--- src/rtl/fetch_unit_pkg.sv ---
// Shared types and constants for the instruction fetch stage.
package fetch_unit_pkg;

  localparam int          XLEN         = 32;
  localparam logic [31:0] RESET_PC_DEF = 32'h0000_0000;
  localparam logic [31:0] PC_STEP      = 32'd4;

  // RV32I major opcodes as seen on instr[6:2] (the control unit's op input).
  localparam logic [4:0] OPCODE_LOAD   = 5'b00000;
  localparam logic [4:0] OPCODE_OP_IMM = 5'b00100;
  localparam logic [4:0] OPCODE_AUIPC  = 5'b00101;
  localparam logic [4:0] OPCODE_STORE  = 5'b01000;
  localparam logic [4:0] OPCODE_OP     = 5'b01100;
  localparam logic [4:0] OPCODE_LUI    = 5'b01101;
  localparam logic [4:0] OPCODE_BRANCH = 5'b11000;
  localparam logic [4:0] OPCODE_JALR   = 5'b11001;
  localparam logic [4:0] OPCODE_JAL    = 5'b11011;
  localparam logic [4:0] OPCODE_SYSTEM = 5'b11100;

  typedef enum logic [1:0] {
    S_REQ  = 2'd0,
    S_WAIT = 2'd1,
    S_DROP = 2'd2
  } fetch_state_t;

  // One buffered instruction with the PC it was fetched from.
  typedef struct packed {
    logic [XLEN-1:0] pc;
    logic [XLEN-1:0] instr;
  } fetch_entry_t;

  // Redirect targets are forced to word alignment.
  function automatic logic [XLEN-1:0] align_pc(input logic [XLEN-1:0] a);
    return a & ~(XLEN'(3));
  endfunction

endpackage

--- src/rtl/fetch_unit_if.sv ---
// Fetch stage bus bundle: imem request/response, redirect, decode handoff.
interface fetch_unit_if #(parameter int XLEN = 32);
  logic            imem_req_valid;
  logic            imem_req_ready;
  logic [XLEN-1:0] imem_req_addr;
  logic            imem_rsp_valid;
  logic [XLEN-1:0] imem_rsp_data;
  logic            redirect_valid;
  logic [XLEN-1:0] redirect_pc;
  logic            id_valid;
  logic            id_ready;
  logic [XLEN-1:0] id_instr;
  logic [XLEN-1:0] id_pc;
  logic [4:0]      id_opcode;

  // Fetch unit side.
  modport master (
    output imem_req_valid, imem_req_addr,
    input  imem_req_ready, imem_rsp_valid, imem_rsp_data,
    input  redirect_valid, redirect_pc,
    output id_valid, id_instr, id_pc, id_opcode,
    input  id_ready
  );

  // Memory / execute / decode side.
  modport slave (
    input  imem_req_valid, imem_req_addr,
    output imem_req_ready, imem_rsp_valid, imem_rsp_data,
    output redirect_valid, redirect_pc,
    input  id_valid, id_instr, id_pc, id_opcode,
    output id_ready
  );
endinterface

--- src/rtl/fetch_buffer.sv ---
// 2-entry FIFO of {pc, instr}; flush empties it without touching storage.
module fetch_buffer
  import fetch_unit_pkg::*;
(
  input  logic         clk,
  input  logic         rst_n,
  input  logic         push,
  input  logic         pop,
  input  logic         flush,
  input  fetch_entry_t din,
  output fetch_entry_t head,
  output logic [1:0]   count
);

  fetch_entry_t mem [2];
  logic         wr_ptr;
  logic         rd_ptr;

  // Pointer/count update; flush wins over push and pop.
  always_ff @(posedge clk or negedge rst_n) begin
    if (!rst_n) begin
      mem[0] <= '0;
      mem[1] <= '0;
      wr_ptr <= 1'b0;
      rd_ptr <= 1'b0;
      count  <= 2'd0;
    end else if (flush) begin
      wr_ptr <= 1'b0;
      rd_ptr <= 1'b0;
      count  <= 2'd0;
    end else begin
      if (push) begin
        mem[wr_ptr] <= din;
        wr_ptr      <= ~wr_ptr;
      end
      if (pop) rd_ptr <= ~rd_ptr;
      count <= count + {1'b0, push} - {1'b0, pop};
    end
  end

  assign head = mem[rd_ptr];

endmodule

--- src/rtl/fetch_unit.sv ---
// Instruction fetch: PC, single-outstanding imem requests, 2-deep buffer to decode.
module fetch_unit
  import fetch_unit_pkg::*;
#(
  parameter logic [XLEN-1:0] RESET_PC = RESET_PC_DEF
) (
  input  logic         clk,
  input  logic         rst_n,
  fetch_unit_if.master bus
);

  fetch_state_t    state;
  logic [XLEN-1:0] pc;
  logic [XLEN-1:0] req_pc;
  logic            run;
  logic [1:0]      count;
  fetch_entry_t    head;
  logic            req_valid;
  logic            hs;
  logic            push;
  logic            pop;
  logic            redir;

  assign redir     = bus.redirect_valid;
  // run keeps the request low while reset is held and releases it one edge later.
  assign req_valid = run && (state == S_REQ) && (count != 2'd2) && !redir;
  assign hs        = req_valid && bus.imem_req_ready;
  assign push      = (state == S_WAIT) && bus.imem_rsp_valid && !redir;
  assign pop       = (count != 2'd0) && bus.id_ready && !redir;

  // Fetch FSM and PC; a redirect overrides everything else.
  always_ff @(posedge clk or negedge rst_n) begin
    if (!rst_n) begin
      state  <= S_REQ;
      pc     <= RESET_PC;
      req_pc <= '0;
      run    <= 1'b0;
    end else begin
      run <= 1'b1;
      if (redir) begin
        pc <= align_pc(bus.redirect_pc);
        // A response still owed (WAIT or DROP, not arriving now) must be swallowed.
        state <= ((state != S_REQ) && !bus.imem_rsp_valid) ? S_DROP : S_REQ;
      end else begin
        case (state)
          S_REQ: if (hs) begin
            req_pc <= pc;
            pc     <= pc + PC_STEP;
            state  <= S_WAIT;
          end
          S_WAIT:  if (bus.imem_rsp_valid) state <= S_REQ;
          S_DROP:  if (bus.imem_rsp_valid) state <= S_REQ;
          default: state <= S_REQ;
        endcase
      end
    end
  end

  fetch_buffer u_buf (
    .clk   (clk),
    .rst_n (rst_n),
    .push  (push),
    .pop   (pop),
    .flush (redir),
    .din   ('{pc: req_pc, instr: bus.imem_rsp_data}),
    .head  (head),
    .count (count)
  );

  assign bus.imem_req_valid = req_valid;
  assign bus.imem_req_addr  = pc;
  assign bus.id_valid       = (count != 2'd0);
  assign bus.id_instr       = head.instr;
  assign bus.id_pc          = head.pc;
  assign bus.id_opcode      = head.instr[6:2];

endmodule

--- src/flat_wrapper.sv ---
// flat-port wrapper written by rule: the top's interface ports become plain ports
module fetch_unit_flat import fetch_unit_pkg::*;
#(
  parameter logic [XLEN-1:0] RESET_PC = RESET_PC_DEF
)
  (clk, rst_n, bus_imem_req_valid, bus_imem_req_addr, bus_imem_req_ready, bus_imem_rsp_valid, bus_imem_rsp_data, bus_redirect_valid, bus_redirect_pc, bus_id_valid, bus_id_instr, bus_id_pc, bus_id_opcode, bus_id_ready);
  fetch_unit_if #(.XLEN(32)) bus_i ();
  input  logic clk;
  input  logic rst_n;
  output wire logic [$bits(bus_i.imem_req_valid)-1:0] bus_imem_req_valid;
  output wire logic [$bits(bus_i.imem_req_addr)-1:0] bus_imem_req_addr;
  input wire logic [$bits(bus_i.imem_req_ready)-1:0] bus_imem_req_ready;
  input wire logic [$bits(bus_i.imem_rsp_valid)-1:0] bus_imem_rsp_valid;
  input wire logic [$bits(bus_i.imem_rsp_data)-1:0] bus_imem_rsp_data;
  input wire logic [$bits(bus_i.redirect_valid)-1:0] bus_redirect_valid;
  input wire logic [$bits(bus_i.redirect_pc)-1:0] bus_redirect_pc;
  output wire logic [$bits(bus_i.id_valid)-1:0] bus_id_valid;
  output wire logic [$bits(bus_i.id_instr)-1:0] bus_id_instr;
  output wire logic [$bits(bus_i.id_pc)-1:0] bus_id_pc;
  output wire logic [$bits(bus_i.id_opcode)-1:0] bus_id_opcode;
  input wire logic [$bits(bus_i.id_ready)-1:0] bus_id_ready;
  assign bus_imem_req_valid = bus_i.imem_req_valid;
  assign bus_imem_req_addr = bus_i.imem_req_addr;
  assign bus_i.imem_req_ready = bus_imem_req_ready;
  assign bus_i.imem_rsp_valid = bus_imem_rsp_valid;
  assign bus_i.imem_rsp_data = bus_imem_rsp_data;
  assign bus_i.redirect_valid = bus_redirect_valid;
  assign bus_i.redirect_pc = bus_redirect_pc;
  assign bus_id_valid = bus_i.id_valid;
  assign bus_id_instr = bus_i.id_instr;
  assign bus_id_pc = bus_i.id_pc;
  assign bus_id_opcode = bus_i.id_opcode;
  assign bus_i.id_ready = bus_id_ready;
  fetch_unit #(.RESET_PC(RESET_PC)) u_core (.clk(clk), .rst_n(rst_n), .bus(bus_i));
endmodule
--- config.mk ---
export PLATFORM = sky130hd
export DESIGN_NAME = fetch_unit_flat
export DESIGN_NICKNAME = d
export VERILOG_FILES = /design/src/rtl/fetch_unit_pkg.sv /design/src/rtl/fetch_unit_if.sv /design/src/rtl/fetch_buffer.sv /design/src/rtl/fetch_unit.sv /design/src/flat_wrapper.sv
export SDC_FILE = /design/constraint.sdc
export NUM_CORES = 1
export LEC_CHECK = 0
export CELL_PAD_IN_SITES_DETAIL_PLACEMENT = 0
export CELL_PAD_IN_SITES_GLOBAL_PLACEMENT = 2
export CORE_ASPECT_RATIO = 1.1
export CORE_MARGIN = 5
export CORE_UTILIZATION = 31
export DETAILED_ROUTE_END_ITERATION = 7
export HOLD_SLACK_MARGIN = 0.06
export PLACE_DENSITY = 0.82
export SYNTH_ARGS = -nofsm -noshare
export SYNTH_HDL_FRONTEND = slang
export SYNTH_SLANG_ARGS = --single-unit
--- constraint.sdc ---
create_clock -name clk -period 2 [get_ports clk]
set_clock_uncertainty 0.15 [all_clocks]
set_input_delay 0.2 -clock clk [delete_from_list [all_inputs] [get_ports clk]]
set_output_delay 0.2 -clock clk [all_outputs]
set_load 0.02 [all_outputs]
==> impl_metrics.csv <==
group,metric,value,unit
worst_setup_path,cp_slowest_cell,"dfrtp_2",
synth,yosysWarnings,0,
clocking,ctsHtreeMaxLevel,4,
clocking,root_buffer,"clkbuf_16",
synth,syn_area,0.00866,mm²
routing,detail_route.wl_per_cell,17.0,µm
layout,n_antenna_cell,0,
placement,port_buffers,166,
worst_setup_path,crit_path_max_fanout,5,
die,core,0.0277,mm²
synth,seq_area_frac_synth,55.2,%
placement,dpl_cell_area,0.0113,mm²
worst_setup_path,cp-start-kind,"flop",
routing,vias,6112,
worst_setup_path,cp-end-kind,"output pin",
timing,fin_crit_sh,104,%
worst_setup_path,critical_path_arrival,1730,ps
grt,antenna_found_initial,0,
layout,post-route-util,43.6,%
routing,firstDrtPassIters,5,
worst_setup_path,critPathKind,"reg -> out",
worst_setup_path,critPathTopFamily,"buffers and inverters",
routing,drt_iter0_drc,268,
timing,drv_slew,0,
clocking,clk_transition_reported_paths,70,ps
layout,stdcell_area,0.0121,mm²
die,die_h,185,µm
clocking,clk_latency,430,ps
die,die_area,0.0314,mm²
grt,grt_pass1_vias,6351,
power_and_ir_drop,p_leak,5.75,nW
routing,routed_wl,22.4,mm
clocking,clkSinkCount,191,
layout,layout_common_cells,"179 x dfrtp_1, 166 x mux2_2, 109 x nand2_1, 91 x clkdlybuf4s50_1, 88 x buf_4",
routing,drc,0,
timing,fin_crit,2080,ps
hold_path,hold_class,"in -> async",
worst_setup_path,cp_cell_sequence,"buf_6, buf_12, buf_6, mux2_4, buf_6",
clocking,ctsLongestPathBuffers,2,
die,die_w,169,µm
synth,synthCells,706,
layout,nNetsFinal,1018,
status,failed_checks,"setup timing",
timing,rsz0062_at_grt,"yes",
grt,grt_max_degree,47,
die,start_util,31.2,%
worst_setup_path,crit_required,1650,ps
timing,hold_viol_final,0,
layout,drive_gt1_share,44.8,%
placement,dp_slack,-149,ps
layout,mostFrequentLayoutCell,"dfrtp_1",
worst_setup_path,crit_top_cell,"buf_6",
synth,synth-main-ff-cell,"dfrtp_1",
timing,clock.fmax,0.480,GHz
power_and_ir_drop,powerDensity,962,mW/mm²
layout,area_delta_synth_final,39.6,%
power_and_ir_drop,peakVddDrop,463,µV
run,maxCapViolCount,0,
timing,fin_ws,-81.2,ps
clocking,tritoncts,"done",
timing,setup_viol,37,
synth,synth-edff-count,0,
grt,overflow,0,
grt,grt_pass1_wl,35.6,mm
placement,place_congestion,0.776,
die,row_count,64,
synth,synthArstFlopShare,100,%
routing,drt-vias-per-instance,4.64,
placement,dp_hpwl,15.9,mm
clocking,cts_buffers,17,
synth,postSynthAreaPerCell,12.3,µm²
grt,track_usage,14.4,%
timing,holdWs,151,ps
synth,synth.distinct_cells,59,
status,status,"finished, violations left",
routing,drtAntennaViolNets,0,
die,ios,173,
synth,synth-seq-cells,191,
worst_setup_path,crit_buf_inv,4,
worst_setup_path,critPathMaxStageDelay,470,ps
## where the power goes
group | switching (mW) | internal, mW
Combinational | 1.74 | 1.82
Sequential | 0.406 | 4.56
Clock | 1.47 | 1.64
Total | 3.62 | 8.01
## through the flow
step | setup TNS (ps) | total power, mW | cells
after detailed placement | -1980 | 8.77 | 1267
after global placement | -2010 | 8.71 | 1267
after global routing | -5080 | 12.3 | 1318
after CTS | -3930 | 11.6 | 1307
final | -1490 | 11.6 | 1318
after floorplan | -123 | 6.96 | 709
## sequential cells by signal (all words and copies together), names as in the netlist
| name | cells |
|---|---|
| u_core.bus.imem_req_addr | 30 |
| u_core.state | 2 |
| u_core.req_pc | 30 |
| u_core.u_buf.rd_ptr | 1 |
| u_core.u_buf.mem | 124 |
| u_core.run | 1 |
| u_core.u_buf.wr_ptr | 1 |
| u_core.u_buf.count | 2 |
## worst paths after layout
path / startpoint / to / slack (ps) / depth (start not counted)
worst max-delay path: u_core.u_buf.rd_ptr$_DFFE_PN0P_ / bus_id_pc[2] / -80 / 5
worst min-delay path: rst_n / u_core.bus.imem_req_addr[9]$_DFFE_PN0P_ / 150 / 2
worst max register to register: u_core.bus.imem_req_addr[2]$_DFFE_PN0P_ / u_core.bus.imem_req_addr[30]$_DFFE_PN0P_ / -20 / 6
worst min register to register: u_core.req_pc[15]$_DFFE_PN0P_ / u_core.req_pc[15]$_DFFE_PN0P_ / 350 / 2
max in group asynchronous: rst_n / u_core.u_buf.mem[67]$_DFFE_PN0P_ / 890 / 3
min in group clk: bus_redirect_pc[11] / u_core.bus.imem_req_addr[11]$_DFFE_PN0P_ / 190 / 3
## synthesized netlist by cell type (all sizes together) (5+ instances only)
master	number	area share (%)
or2	5	0.39
clkbuf	21	0.92
nand2	111	4.8
o211ai	6	0.52
o311ai	5	0.51
ha	5	0.72
nand4	8	0.82
nand3	13	0.81
dfrtp	191	55
nor2	23	1.0
xnor2	10	1.0
buf	28	1.8
nor3	10	0.94
o21ai	17	0.98
inv	13	0.56
mux2	186	24
## kinds of logic after synthesis
kind of cell / after synthesis / synth area share [%]
buffers and inverters: 62 / 3.27
XOR/XNOR: 13 / 1.32
other: 2 / 0.0868
multiplexers: 188 / 24.4
flip-flops: 191 / 55.2
adder cells (fa/ha/maj): 5 / 0.723
AO/OA/AOI/OAI: 56 / 4.60
AND/OR/NAND/NOR: 189 / 10.4
## area by class of cell
type                    instances  area (µm²)
fillers                      2688       15600
flip-flops and latches        191        4790
multi-input cells             456        3810
repair buffers                264        2440
well taps                     363         454
clock buffers                  21         450
clock inverters                10        81.3
inverters                      13        48.8
## per-layer routing
| layer | vias to the layer above | GRT usage, % | wire [µm] | share of wire [%] |
|---|---|---|---|---|
| li1 | 2937 | - | - | - |
| met1 | 3014 | 19.9 | 10600 | 47 |
| met5 | - | 0 | 0 | 0 |
| met2 | 148 | 23.0 | 10500 | 47 |
| met3 | 13 | 3.37 | 1140 | 5.1 |
| met4 | 0 | 3.86 | 238 | 1.1 |
## timing repair
| item | 4_1_cts | 5_1_grt |
|---|---|---|
| endpoints found under the setup margin | 77 | 144 |
| buffers inserted | 6 | 9 |
| gates cloned | 1 | 3 |
| endpoints found under the hold margin | 194 | 0 |
| resized for setup | 285 | 99 |
| pin swaps | 1 | 9 |
| hold buffers | 2 | 0 |
## worst reg2reg max path: cells and delay by family (launching register included)
kind	cells	cell delay [ps]
AND/OR/NAND/NOR	5	1250
flip-flops	1	410
adder cells (fa/ha/maj)	1	160
No activity file was read; power rests on OpenSTA's default activity.
